$ cat config.mk
export PLATFORM = sky130hd
export DESIGN_NAME = game_ctrl
export DESIGN_NICKNAME = d
export VERILOG_FILES = /design/src/rtl/game_ctrl.sv
export SDC_FILE = /design/constraint.sdc
export NUM_CORES = 1
export LEC_CHECK = 0
export ABC_AREA = 1
export BUFFER_PORTS_ARGS = -buffer_cell sky130_fd_sc_hd__buf_2
export CORE_MARGIN = 3
export CORE_UTILIZATION = 29
export CTS_CLUSTER_DIAMETER = 40
export DETAILED_ROUTE_END_ITERATION = 12
export GPL_TIMING_DRIVEN = 0
export PLACE_DENSITY_LB_ADDON = 0.08
export SLEW_MARGIN = 40
export SYNTH_ARGS = -nofsm -noshare
export SYNTH_HDL_FRONTEND = slang
export SYNTH_SLANG_ARGS = --single-unit
$ cat constraint.sdc
create_clock -name clk_i -period 2.1 [get_ports clk_i]
set_clock_uncertainty 0.1 [all_clocks]
set_input_delay 0.315 -clock clk_i [delete_from_list [all_inputs] [get_ports clk_i]]
set_output_delay 0.315 -clock clk_i [all_outputs]
set_load 0.01 [all_outputs]
$ cat src/rtl/game_ctrl.sv
// game_ctrl: top-level game sequencer. Owns the game state and the lives,
// level and score counters, and emits the start/resume/add-life pulses that
// drive the player and enemy blocks.
//
// state    | meaning
// ---------+-----------------------------------------------------------
// IDLE     | counters loaded, waiting for a button press to start
// PLAY     | wave in progress, movement enabled, events evaluated
// RESPAWN  | forced pause after a non-fatal hit, then press to resume
// CLEAR    | wave cleared, timed pause before the next wave starts
// OVER     | game finished, counters frozen, press returns to IDLE
module game_ctrl #(
  parameter int lives_init_p     = 3,
  parameter int max_lives_p      = 7,
  parameter int respawn_frames_p = 60,
  parameter int clear_frames_p   = 120,
  parameter int points_p         = 10
) (
  input  logic        clk_i,
  input  logic        reset_n_async_unsafe_i,
  input  logic        frame_i,
  input  logic        shoot_i,
  input  logic        player_hit_i,
  input  logic        kill_i,
  input  logic        wave_clear_i,
  input  logic        enemy_landed_i,
  output logic [2:0]  state_o,
  output logic        play_o,
  output logic        start_o,
  output logic        resume_o,
  output logic        add_life_o,
  output logic        game_over_o,
  output logic [2:0]  lives_o,
  output logic [3:0]  level_o,
  output logic [15:0] score_o
);

  typedef enum logic [2:0] {
    ST_IDLE    = 3'd0,
    ST_PLAY    = 3'd1,
    ST_RESPAWN = 3'd2,
    ST_CLEAR   = 3'd3,
    ST_OVER    = 3'd4
  } state_t;

  localparam logic [2:0]  LIVES_INIT     = 3'(lives_init_p);
  localparam logic [2:0]  MAX_LIVES      = 3'(max_lives_p);
  localparam logic [7:0]  RESPAWN_FRAMES = 8'(respawn_frames_p);
  localparam logic [7:0]  CLEAR_FRAMES   = 8'(clear_frames_p);
  localparam logic [15:0] POINTS         = 16'(points_p);
  localparam logic [3:0]  LEVEL_MAX      = 4'd15;

  state_t      state_q, state_d;
  logic [2:0]  lives_q, lives_d;
  logic [3:0]  level_q, level_d;
  logic [15:0] score_q, score_d;
  logic [16:0] score_sum;
  logic [7:0]  cnt_q, cnt_d;
  logic        shoot_q;
  logic        armed_q;
  logic        shoot_rise;
  logic        start_d, resume_d, add_life_d;
  logic        play_q, over_q;
  logic        start_q, resume_q, add_life_q;

  // The first edge after reset release only captures the button level, so a
  // button held through reset never looks like a fresh press.
  assign shoot_rise = shoot_i & ~shoot_q & armed_q;
  assign score_sum  = {1'b0, score_q} + {1'b0, POINTS};

  // State register.
  always_ff @(posedge clk_i or negedge reset_n_async_unsafe_i) begin
    if (!reset_n_async_unsafe_i) begin
      state_q <= ST_IDLE;
    end else begin
      state_q <= state_d;
    end
  end

  // Next-state, counter updates and pulse requests.
  always_comb begin
    state_d    = state_q;
    lives_d    = lives_q;
    level_d    = level_q;
    score_d    = score_q;
    start_d    = 1'b0;
    resume_d   = 1'b0;
    add_life_d = 1'b0;

    case (state_q)
      ST_IDLE: begin
        lives_d = LIVES_INIT;
        level_d = 4'd1;
        score_d = 16'd0;
        if (shoot_rise) begin
          state_d = ST_PLAY;
          start_d = 1'b1;
        end
      end

      ST_PLAY: begin
        // Kills are scored regardless of which transition wins this cycle.
        if (kill_i) begin
          score_d = score_sum[16] ? 16'hFFFF : score_sum[15:0];
        end
        if (enemy_landed_i) begin
          state_d = ST_OVER;
          lives_d = 3'd0;
        end else if (player_hit_i) begin
          if (lives_q == 3'd1) begin
            state_d = ST_OVER;
            lives_d = 3'd0;
          end else begin
            state_d = ST_RESPAWN;
            lives_d = lives_q - 3'd1;
          end
        end else if (wave_clear_i) begin
          state_d = ST_CLEAR;
          if (level_q != LEVEL_MAX) begin
            level_d = level_q + 4'd1;
          end
          if (lives_q < MAX_LIVES) begin
            lives_d    = lives_q + 3'd1;
            add_life_d = 1'b1;
          end
        end
      end

      ST_RESPAWN: begin
        if ((cnt_q >= RESPAWN_FRAMES) && shoot_rise) begin
          state_d  = ST_PLAY;
          resume_d = 1'b1;
        end
      end

      ST_CLEAR: begin
        if (cnt_q >= CLEAR_FRAMES) begin
          state_d = ST_PLAY;
          start_d = 1'b1;
        end
      end

      ST_OVER: begin
        // Reload on the way out so IDLE shows fresh counters immediately.
        if (shoot_rise) begin
          state_d = ST_IDLE;
          lives_d = LIVES_INIT;
          level_d = 4'd1;
          score_d = 16'd0;
        end
      end

      default: begin
        state_d = ST_IDLE;
      end
    endcase
  end

  // Frame counter: restarts on any state change, so a frame strobe on the
  // entry cycle is never counted; saturates rather than wrapping.
  always_comb begin
    cnt_d = cnt_q;
    if (state_d != state_q) begin
      cnt_d = 8'd0;
    end else if (((state_q == ST_RESPAWN) || (state_q == ST_CLEAR)) && frame_i &&
                 (cnt_q != 8'hFF)) begin
      cnt_d = cnt_q + 8'd1;
    end
  end

  // Counters, button history and registered outputs.
  always_ff @(posedge clk_i or negedge reset_n_async_unsafe_i) begin
    if (!reset_n_async_unsafe_i) begin
      lives_q    <= LIVES_INIT;
      level_q    <= 4'd1;
      score_q    <= 16'd0;
      cnt_q      <= 8'd0;
      shoot_q    <= 1'b0;
      armed_q    <= 1'b0;
      play_q     <= 1'b0;
      over_q     <= 1'b0;
      start_q    <= 1'b0;
      resume_q   <= 1'b0;
      add_life_q <= 1'b0;
    end else begin
      lives_q    <= lives_d;
      level_q    <= level_d;
      score_q    <= score_d;
      cnt_q      <= cnt_d;
      shoot_q    <= shoot_i;
      armed_q    <= 1'b1;
      play_q     <= (state_d == ST_PLAY);
      over_q     <= (state_d == ST_OVER);
      start_q    <= start_d;
      resume_q   <= resume_d;
      add_life_q <= add_life_d;
    end
  end

  assign state_o     = state_q;
  assign play_o      = play_q;
  assign game_over_o = over_q;
  assign start_o     = start_q;
  assign resume_o    = resume_q;
  assign add_life_o  = add_life_q;
  assign lives_o     = lives_q;
  assign level_o     = level_q;
  assign score_o     = score_q;

endmodule

After elaboration in Yosys (flattened, before gate mapping):

Cells that the tools add are included.

* equal/unequal tests: 18
* bitwise gates (word level): 3
* reductions and logical operators: 10
* mux-type cells: 38
* add/subtract/negate cells: 5
* $lt $le $gt $ge: 3

Operator list (number)
* two-way mux 16 bit: 3
* one-hot mux 16 bit (3 select lines): 1
* two-way mux 3 bit: 14
* two-way mux 4 bit: 5
* adder 16 x 4 -> 17 bit, second input constant: 1
* two-way mux 8 bit: 2
* one-hot mux 3 bit (5 select lines): 1
* != test 2 bit, second input constant: 6
* != test 4 bit, second input constant: 3
* one-hot mux 4 bit (3 select lines): 1
* equality test 3 x 1 -> 1 bit, second input constant: 3
* two-way mux 1 bit: 9
* one-hot mux 3 bit (3 select lines): 1
* adder 8 x 1 -> 8 bit, second input constant: 1
* >= comparator 8 x 6 -> 1 bit, second input constant: 1
* >= comparator 8 x 7 -> 1 bit, second input constant: 1
* != test 8 bit, second input constant: 1
* equality test 3 x 2 -> 1 bit, second input constant: 2
* equality test 3 bit, second input constant: 2
* AND reduction 6 bit: 1
* adder 4 x 1 -> 4 bit, second input constant: 1
* AND reduction 4 bit: 1
* adder 3 x 1 -> 3 bit, second input constant: 1
* logical AND 1 bit: 3
* other kinds (11): 12

* input port bits: 8
* flip-flop bits (word level): 41
* output and inout port bits: 31

Depth between registers and ports, before layout:

* depth in word-level cells: 8
* depth in mapped cells: 11
* mapped depth without buffers: 10

Worst setup path after synthesis:

No wires, ideal clock.

* path kind: reg-to-reg
* start point: register lives_q[0] (netlist: lives_o[0])
* end point: register cnt_q[0]
* buffers on the path: 0
* arrival: 1.455 ns
* clock period less this slack: 1.628 ns
* setup time: 0.072 ns
* stages on the path, launching flop included: 10
* path slack: 0.472 ns
* cell sequence: dfstp_2 -> ha_1 -> nand2_1 -> o21ai_0 -> nor2_1 -> nand2_1 -> nand2_1 -> nor2_1 -> nand2_2 -> nor2_1

* cells in the longest elaborated chain, start to end: 7
* elaborated cells between the ends (all ways): 8
* those cells by class: 2 x eq/ne; 5 x mux; 1 x reduce/logical

Ends and longest elaborated chain
* from (decl): RTL line 54 `logic [2:0] lives_q, lives_d;`
* from (signal assigned): RTL line 186 `lives_q <= lives_d;`
* equality test 3 x 1 -> 1 bit (*): RTL line 110 `if (lives_q == 3'd1) begin`
* two-way mux 3 bit (*): RTL line 110
* two-way mux 3 bit (*): RTL line 109 `end else if (player_hit_i) begin`
* two-way mux 3 bit (*): RTL line 106 `if (enemy_landed_i) begin`
* one-hot mux 3 bit (5 select lines) (*): RTL line 90 `case (state_q)`
* != test 3 bit (*): RTL line 163 `if (state_d != state_q) begin`
* two-way mux 8 bit / nonzero test 2 bit (equally long branches)
* to (signal assigned): RTL line 189 `cnt_q <= cnt_d;`
* to (decl): RTL line 58 `logic [7:0] cnt_q, cnt_d;`

Every way passes the cells marked *; elsewhere a longest branch is shown, timed or not.
A chain may end at the register's enable or synchronous reset.

Worst setup path after layout:

* start point: register lives_q[1] (netlist: lives_o[1])
* end point: register cnt_q[3]

Same word-level chain as after synthesis.

==> out/metrics.yaml <==
path_class: "reg2reg"
antenna_found_initial: 0
grtUsageTotal: 0.135
cp-start-kind: "flop"
h-tree-depth: 2
insertedDiodeCount: 0
drv_slew: 0
port_buffers: 38
internal_power_mw: 1.43
multi_input_comb_area_um2: 1150
max_freq_mhz: 561
pwr-share-comb: 0.378
cts_tree: "built"
clockRootBuffer: "clkbuf_8"
cts_setup_buffers: 0
cp.required_ns: 2.22
fillers: 868
worst_pin_slew_ns: 0.540
setup_viol: 0
routabilityCongestion: 0.814
finalHoldViolations: 0
core-area_um2: 7810
syn_area_um2: 2360
netSwitchingPower_mw: 0.999
p_leak_nw: 1.36
drcViolationCount: 0
dieArea_um2: 9250
synth_nets: 327
synth_cells: 312
die_x_um: 96.2
seqCellArea_um2: 1030
num-nets-final: 373
cp_max_fo: 8
synth_warnings: 0
max-slew-margin-rel: 0.640
avgRoutedWirePerCell_um: 12.6
place_hpwl_um: 4340
cts_buffers: 5
area_growth_pct: 17.7
vias_per_cell: 4.58
finalCriticalPeriod_ns: 1.78
grt_max_degree: 42
ys_seq_area_frac: 0.437
clockBufferDepth: 2
vias: 2111
tns_ns: 0
routed_wl_um: 5820
hp-class: "in2reg"
io_pins: 39
end_kind: "flop"
start_util: 0.302
switching_share: 0.411
grt_pass1_wl_um: 9700
antenna_left: 0
mostFrequentLayoutCells: "nand2_1, inv_1, nor2_1"
status: "finished clean"
clock_sinks: 41
cts.clk_slew.worst_paths_ns: 0.08
num_rows: 32
fin_area_um2: 2780
synth_seq_cells: 41
place_area_um2: 2680
grt-ovfl-total: 0
drtIter0Drc: 84
p_clk_frac: 0.213
seq_power_share: 0.409
layout-drive-gt1-share: 0.189
mostFrequentLayoutCell: "nand2_1"
syn_area_per_cell_um2: 7.56
grt_pass1_vias: 1967
grt_setup_unrepaired: "no"
ir_worst_vdd_v: 0.000411
synth_cell_type_count: 32
first_pass_iters: 4
die_y_um: 96.2
finalCritPeriodShare: 0.849
worstPathArrival_ns: 1.91
cap_violations: 0
clock_insertion_delay_worst_skew_ns: 0.29
powerDensity_nw_per_um2: 875
registers in the layout (all words and copies together) (netlist names):
name	flops
shoot_q	1
score_o	16
game_over_o	1
level_o	4
add_life_o	1
start_o	1
play_o	1
armed_q	1
state_o	3
resume_o	1
lives_o	3
cnt_q	8
repair_timing:
action | CTS | global route
hold buffers | 1 | 0
endpoints found under the setup margin | 0 | 5
gates resized for setup | 0 | 1
hold endpoints to repair | 38 | 0
power groups by stage:
stage,registers [mW],clock network [mW],logic [mW]
floorplan,1.03,0,0.604
global placement,1.01,0,0.933
detailed placement,1.01,0,0.944
CTS,0.995,0.558,0.947
global route,1.01,0.578,1.05
finish,0.994,0.517,0.918
through the flow:
step	hold WS [ns]	std cells	setup WS, ns	util	power [mW]
after floorplan	-0.0806	312	0.472	-	1.64
after CTS	0.0478	461	0.216	0.355	2.50
after global placement	0.359	452	0.225	0.343	1.95
after detailed placement	0.255	452	0.235	0.343	1.95
final	0.0587	461	0.317	0.355	2.43
after global routing	0.0488	461	0.107	0.355	2.64
cells by family (layout without fill, tap and decap cells):
logic type,after synthesis,in the layout,synth area share
xor gates and xnor gates,10,10,0.0371
and+or+nand+nor,158,158,0.298
muxes,1,1,0.00424
other,1,1,0.00159
buffers and inverters,46,93,0.0775
adders and majority gates,7,7,0.0371
DFF,41,41,0.437
AOI/OAI and AO/OA,48,48,0.108
routing by layer:
metal  global-route usage  part of all wire
met2                0.203              0.44
met5                    0                 0
met3               0.0313             0.047
met1                0.192              0.50
met4               0.0391             0.012
worst paths after layout:
| check | cells after the start | endpoint | slack, ns | from |
|---|---|---|---|---|
| min | 1 | shoot_q | 0.06 | shoot_i |
| max in group asynchronous | 2 | level_o[0] | 1.08 | reset_n_async_unsafe_i |
| min in group asynchronous | 2 | start_o | 0.45 | reset_n_async_unsafe_i |
| min reg2reg | 2 | score_o[0] | 0.42 | score_o[0] |
| max reg2reg | 9 | cnt_q[3] | 0.32 | lives_o[1] |
| max | 9 | cnt_q[3] | 0.32 | lives_o[1] |
worst max-delay path, cell delays in order, from the launching register on:
cell     delay (ns)
dfstp_2        0.58
inv_1          0.07
ha_1           0.17
nand2_1        0.06
o21ai_1        0.08
nand2_1        0.13
o21ai_0        0.11
nor2_1         0.14
nand2_2        0.15
nor2_1         0.12
final cells by class:
class,instances,share of cell area
Multi-Input combinational cell,225,0.413
Sequential cell,41,0.371
Timing Repair Buffer,39,0.0730
Inverter,44,0.0600
Tap cell,102,0.0460
Clock buffer,5,0.0248
Clock inverter,3,0.00631
Buffer,2,0.00586
synth_stat cells, drive strengths merged:
master | count | area [µm²]
o21ai | 36 | 188
xor2 | 7 | 61.3
clkinv | 1 | 5.00
a21oi | 8 | 40.0
dfrtp | 38 | 951
nor2 | 43 | 181
nand3b | 1 | 7.51
inv | 43 | 161
xnor2 | 3 | 26.3
dfstp | 3 | 78.8
or2 | 2 | 12.5
nor3 | 9 | 50.1
ha | 7 | 87.6
conb | 1 | 3.75
mux2i | 1 | 10.0
a31oi | 2 | 12.5
o21a | 1 | 7.51
nand2 | 75 | 294
nand3 | 23 | 125
nand4 | 5 | 31.3
buf | 2 | 16.3
o21bai | 1 | 7.51
No activity file was read; power rests on OpenSTA's default activity.
